**config.mk**
```make
export PLATFORM = sky130hd
export DESIGN_NAME = mem_port_arbiter
export DESIGN_NICKNAME = d
export VERILOG_FILES = /design/src/rtl/mem_port_arbiter.sv
export SDC_FILE = /design/constraint.sdc
export NUM_CORES = 1
export LEC_CHECK = 0
export BUFFER_PORTS_ARGS = -buffer_cell sky130_fd_sc_hd__buf_2
export CORE_MARGIN = 3
export CORE_UTILIZATION = 38
export DETAILED_ROUTE_END_ITERATION = 7
export GPL_TIMING_DRIVEN = 0
export HOLD_SLACK_MARGIN = 0.08
export PLACE_DENSITY = 0.67
export SLEW_MARGIN = 5
export SYNTH_ARGS = -nofsm -noshare
export SYNTH_HDL_FRONTEND = slang
export SYNTH_SLANG_ARGS = --single-unit
```
**constraint.sdc**
```tcl
create_clock -name clk -period 5.4 [get_ports clk]
set_clock_uncertainty 0.1 [all_clocks]
set_input_delay 0 -clock clk [delete_from_list [all_inputs] [get_ports clk]]
set_output_delay 0 -clock clk [all_outputs]
set_load 0.02 [all_outputs]
```
**src/rtl/mem_port_arbiter.sv**
```systemverilog
// ---------------------------------------------------------------------------
// mem_port_arbiter
//   Shares one single-ported memory between instruction fetch (IF) and data
//   access (DM). One requester is granted at a time; each access holds
//   mem_en for MEM_LAT cycles, paced by an internal down-counter. Read data
//   is latched on the last access cycle and a one-cycle done pulse follows.
//   A HALT observed while idle parks the arbiter until reset.
//
//   Optional feature macro: MEM_ARB_RR_EN
//     defined   : round-robin between IF and DM when both are pending
//     undefined : fixed data-over-fetch priority
//
// Ports
//   clk, rst (async, active-low)
//   halt                              park request from decode (level)
//   if_req, if_addr                   fetch request / address
//   if_rdata, if_done, if_stall       fetch response / completion / stall
//   dm_req, dm_wr, dm_addr, dm_wdata  data request (store when dm_wr=1)
//   dm_rdata, dm_done, dm_err         data response, misaligned flag
//   dm_stall                          data stage stall
//   mem_en, mem_wr, mem_addr,         memory macro interface
//   mem_wdata, mem_rdata
//   halted                            arbiter parked
// ---------------------------------------------------------------------------
module mem_port_arbiter #(
  parameter int ADDR_W  = 16,
  parameter int DATA_W  = 16,
  parameter int MEM_LAT = 4
) (
  input  logic              clk,
  input  logic              rst,
  input  logic              halt,
  input  logic              if_req,
  input  logic [ADDR_W-1:0] if_addr,
  output logic [DATA_W-1:0] if_rdata,
  output logic              if_done,
  output logic              if_stall,
  input  logic              dm_req,
  input  logic              dm_wr,
  input  logic [ADDR_W-1:0] dm_addr,
  input  logic [DATA_W-1:0] dm_wdata,
  output logic [DATA_W-1:0] dm_rdata,
  output logic              dm_done,
  output logic              dm_err,
  output logic              dm_stall,
  output logic              mem_en,
  output logic              mem_wr,
  output logic [ADDR_W-1:0] mem_addr,
  output logic [DATA_W-1:0] mem_wdata,
  input  logic [DATA_W-1:0] mem_rdata,
  output logic              halted
);

  localparam int              CNT_W    = (MEM_LAT > 1) ? $clog2(MEM_LAT) : 1;
  localparam logic [CNT_W-1:0] CNT_LOAD = CNT_W'(MEM_LAT - 1);

  typedef enum logic [1:0] {
    S_IDLE   = 2'd0,
    S_IF_ACC = 2'd1,
    S_DM_ACC = 2'd2,
    S_HALTED = 2'd3
  } state_t;

  state_t           state, state_nx;
  logic [CNT_W-1:0] cnt;
  logic             mem_wr_q;
  logic             grant_dm, grant_if, dm_misalign;
  logic             prefer_if;
  logic             acc_last;

  assign acc_last = (cnt == '0);

`ifdef MEM_ARB_RR_EN
  // Remembers whether the previous grant went to DM; reset value (IF) lets
  // data win the first tie. Misaligned data never grants, so it never
  // consumes a turn.
  logic last_dm;

  always_ff @(posedge clk or negedge rst) begin
    if (!rst) begin
      last_dm <= 1'b0;
    end else if (grant_dm) begin
      last_dm <= 1'b1;
    end else if (grant_if) begin
      last_dm <= 1'b0;
    end
  end

  assign prefer_if = last_dm & dm_req & if_req & ~halt;
`else
  assign prefer_if = 1'b0;
`endif

  // State register
  always_ff @(posedge clk or negedge rst) begin
    if (!rst) begin
      state <= S_IDLE;
    end else begin
      state <= state_nx;
    end
  end

  // Next-state and grant decision; requests are only looked at in IDLE
  always_comb begin
    state_nx    = state;
    grant_dm    = 1'b0;
    grant_if    = 1'b0;
    dm_misalign = 1'b0;
    unique case (state)
      S_IDLE: begin
        if (dm_req && dm_addr[0]) begin
          dm_misalign = 1'b1;
        end else if (dm_req && !prefer_if) begin
          grant_dm = 1'b1;
          state_nx = S_DM_ACC;
        end else if (if_req && !halt) begin
          grant_if = 1'b1;
          state_nx = S_IF_ACC;
        end else if (halt && !dm_req) begin
          state_nx = S_HALTED;
        end
      end
      S_IF_ACC, S_DM_ACC: begin
        if (acc_last) begin
          state_nx = S_IDLE;
        end
      end
      S_HALTED: state_nx = S_HALTED;
      default:  state_nx = S_IDLE;
    endcase
  end

  // Outputs decoded from state; mem_en drops as soon as reset forces IDLE
  always_comb begin
    mem_en   = (state == S_IF_ACC) || (state == S_DM_ACC);
    mem_wr   = mem_wr_q && (state == S_DM_ACC);
    halted   = (state == S_HALTED);
    if_stall = if_req & ~if_done;
    dm_stall = dm_req & ~dm_done;
  end

  // Access capture, latency counter and response registers
  always_ff @(posedge clk or negedge rst) begin
    if (!rst) begin
      cnt       <= '0;
      mem_wr_q  <= 1'b0;
      mem_addr  <= '0;
      mem_wdata <= '0;
      if_rdata  <= '0;
      dm_rdata  <= '0;
      if_done   <= 1'b0;
      dm_done   <= 1'b0;
      dm_err    <= 1'b0;
    end else begin
      if_done <= 1'b0;
      dm_done <= 1'b0;
      dm_err  <= 1'b0;

      if (grant_dm) begin
        mem_addr  <= dm_addr;
        mem_wdata <= dm_wdata;
        mem_wr_q  <= dm_wr;
        cnt       <= CNT_LOAD;
      end else if (grant_if) begin
        mem_addr <= if_addr;
        mem_wr_q <= 1'b0;
        cnt      <= CNT_LOAD;
      end else if ((state == S_IF_ACC || state == S_DM_ACC) && !acc_last) begin
        cnt <= cnt - 1'b1;
      end

      // Misaligned data resolves without touching memory
      if (dm_misalign) begin
        dm_done <= 1'b1;
        dm_err  <= 1'b1;
      end

      // Last access cycle: mem_rdata is valid now, done pulses next cycle
      if (state == S_IF_ACC && acc_last) begin
        if_rdata <= mem_rdata;
        if_done  <= 1'b1;
      end
      if (state == S_DM_ACC && acc_last) begin
        dm_done <= 1'b1;
        if (!mem_wr_q) begin
          dm_rdata <= mem_rdata;
        end
      end
    end
  end

endmodule

```
==> results.cfg <==
[place]
io_buffers = 141
hpwl_um = 5120
placed_area_sq_mm = 0.00400
dp.cells = 448
place.gp.congestion = 0.832
preCtsSetupSlack_ps = 3370

[routing]
viasPerCell = 4.59
dr.pass1.iters = 4
wl_per_cell_um = 15.2
vias = 2463
drt_iter0_markers = 31
drt-total-wl_um = 8140
antenna_left = 0
drcViolationCount = 0

[sta]
finalSetupTns_ps = 0
fin_crit_sh = 0.484
max_freq_mhz = 383
hold_violations = 0
final_max_slew_viol_count = 0
finalSetupViolations = 0
tightest_slew_ps = 377
hold-worst-slack_ps = 186
min_period_ps = 2610
setup_ws_ps = 2790
rsz0062_at_grt = false
slew_headroom = 0.748

[cells_and_area]
antenna_cells = 0
layout.nets = 505
instances_no_fill = 537
syn_to_final_growth_pct = 56.6
fillers = 578
fin_area_sq_mm = 0.00492
drive_above_1_share = 0.568
postLayoutCoreUtil = 0.624

[setup_path]
path_cells = inv_1 > ha_1 > buf_2 > nand3b_4 > buf_6 > mux2_4 > dlygate4sd3_1 > mux2_4
reg2reg_to = mem_addr[14]
cp_max_fo = 10
arrival_ps = 2740
crit_type = register to register
endpoint = mem_addr[14]
cp-startpoint = state[1]
cp-start-kind = register
rr_startpoint = state[1]
crit_top_cell = mux2_4
crit_family = buffers and inverters
cpPeakStageDelay_ps = 580
cp_num_buf_inv = 4
end_kind = register
cp_slowest_cell = dlygate4sd3_1
critical_path_required_ps = 5520
r2r_slack_ps = 2790
cp.depth = 8
reg2reg_depth = 8

[yosys]
synth_compound_area_frac = 0.0215
yosysSeqAreaShare = 0.574
synth_seq_cells = 72
syn_area_sq_mm = 0.00314
yosysWarningCount = 0
synthAdderAreaFrac = 0.0199
synth_cell_types = 26
synth-xor-area-share = 0.00279
yosys.area_share.simple = 0.0355
mappedNetlistNets = 279
synth_top_family_by_area = multiplexers
synthCells = 204
synth.avg_cell_area_sq_um = 15.4
muxShareOfSynthArea = 0.313

[clock_tree]
cts_resized = 0
ctsHtreeMaxLevel = 3
numCtsBuffers = 9
cts_root_buffer = clkbuf_8
cts_tree = yes
cts.clk_slew.worst_paths_ps = 80
cts_sinks = 72
clk_path_buf_depth = 2
worstSkewPairLatency_ps = 330

[grt]
met1_usage = 0.206
grt_util_met2 = 0.318
grt_usage = 0.181
met3_usage = 0.0483
grt_pass1_wl_um = 13500
grt-ovfl-total = 0
top_usage_layer = met2
grt_pass1_vias = 2663
antenna_found_initial = 0
grt_max_degree = 43

[power]
total_power_mw = 1.08
power_density_mw_per_mm2 = 219
vdd_drop_max_v = 0.000150
leakage_nw = 2.63

[floorplanning]
initial_core_util = 0.398
die_h_um = 96.9
die_area_sq_mm = 0.00939
pin_count = 142
core_area_sq_mm = 0.00789
rows = 32
die_w_um = 96.9

[min_path]
hold_path_class = primary input to register

[outcome]
outcome = finished, final reports clean

[run]
maxCapViolCount = 0
## sequential cells by signal (all words and copies together), names as in the netlist
name / count
dm_done: 1
mem_wdata: 16
if_done: 1
if_rdata: 16
cnt: 2
mem_addr: 16
dm_rdata: 16
mem_wr_q: 1
dm_err: 1
state: 2
## kinds of logic (layout without fill, tap and decap cells)
logic type	Yosys count	in the layout
AOI/OAI and AO/OA	9	9
xor gates and xnor gates	1	1
adders and majority gates	5	5
buffers and inverters	19	250
DFF	72	72
muxes	80	80
and+or+nand+nor	18	18
## layout by cell type (no fill, tap or decap), drive strengths merged
cell         count
nand3            2
and4             1
a211o            2
inv             12
mux2i            1
nor3b            1
clkinvlp         1
dfrtp           72
a21oi            1
mux2            79
clkbuf          10
nor2             3
o32ai            1
a31oi            1
o21a             2
and2             1
nand2b           2
buf            151
a311oi           1
dlygate4sd3     72
o22ai            1
nand3b           1
clkinv           4
xnor2            1
ha               5
nor3             1
nor2b            3
nand2            3
## where the power goes
part,switching [mW],internal (mW),total (mW)
logic,0.0563,0.0788,0.135
clock network,0.206,0.181,0.387
registers,0.00560,0.551,0.556
## worst min path at each step
stage | startpoint | end | slack, ps | depth (start not counted)
after CTS | halt | state[1] | 160 | 4
final | halt | state[1] | 190 | 4
after detailed placement | rst | mem_wdata[0] | -150 | 1
after global placement | dm_wdata[2] | mem_wdata[2] | 130 | 2
after floorplan | rst | cnt[0] | -400 | 0
after global routing | halt | state[1] | 220 | 4
## metal layers
layer | part of all wire | vias up
met2 | 0.51 | 97
met3 | 0.056 | 11
met4 | 0.018 | 0
met1 | 0.41 | 1186
met5 | 0 | -
li1 | - | 1169
## synth_stat cells
cell type / number / area [sq um]
inv_1: 11 / 41.3
mux2_4: 22 / 330
nor2b_1: 3 / 18.8
buf_6: 4 / 45.0
buf_2: 4 / 20.0
nand2b_1: 2 / 12.5
nor3b_1: 1 / 7.51
nand3b_4: 1 / 20.0
o22ai_1: 1 / 6.26
mux2_2: 57 / 642
a311oi_1: 1 / 8.76
nor2_1: 3 / 11.3
and4_1: 1 / 8.76
xnor2_1: 1 / 8.76
a31oi_1: 1 / 6.26
o21a_1: 2 / 15.0
a211o_1: 2 / 17.5
dfrtp_1: 72 / 1800
ha_1: 5 / 62.6
and2_1: 1 / 6.26
mux2i_1: 1 / 10.0
nand2_1: 3 / 11.3
nand3_1: 2 / 10.0
a21oi_1: 1 / 5.00
nor3_1: 1 / 5.00
o32ai_1: 1 / 8.76
## final cells by class
type | count | area, sq um | area share
clock inverter | 6 | 43.8 | 0.00890
timing repair buffer | 215 | 1470 | 0.299
sequential | 72 | 1800 | 0.366
inverter | 11 | 41.3 | 0.00839
clock buffer | 10 | 138 | 0.0280
buffer | 8 | 65.1 | 0.0132
multi-input combinational | 113 | 1230 | 0.251
tap | 102 | 128 | 0.0259
## worst reg2reg max path: cells and delay by family, from the launching register on
family / cells / cell delay (ps)
buf+inv: 4 / 1110
simple gates: 1 / 160
mux: 2 / 580
fa+ha+maj: 1 / 160
flops: 1 / 400
## what timing repair did
action	CTS	global route
endpoints found under the hold margin	141	0
setup buffers	0	0
hold buffers	73	0
No activity file was read; power rests on OpenSTA's default activity.
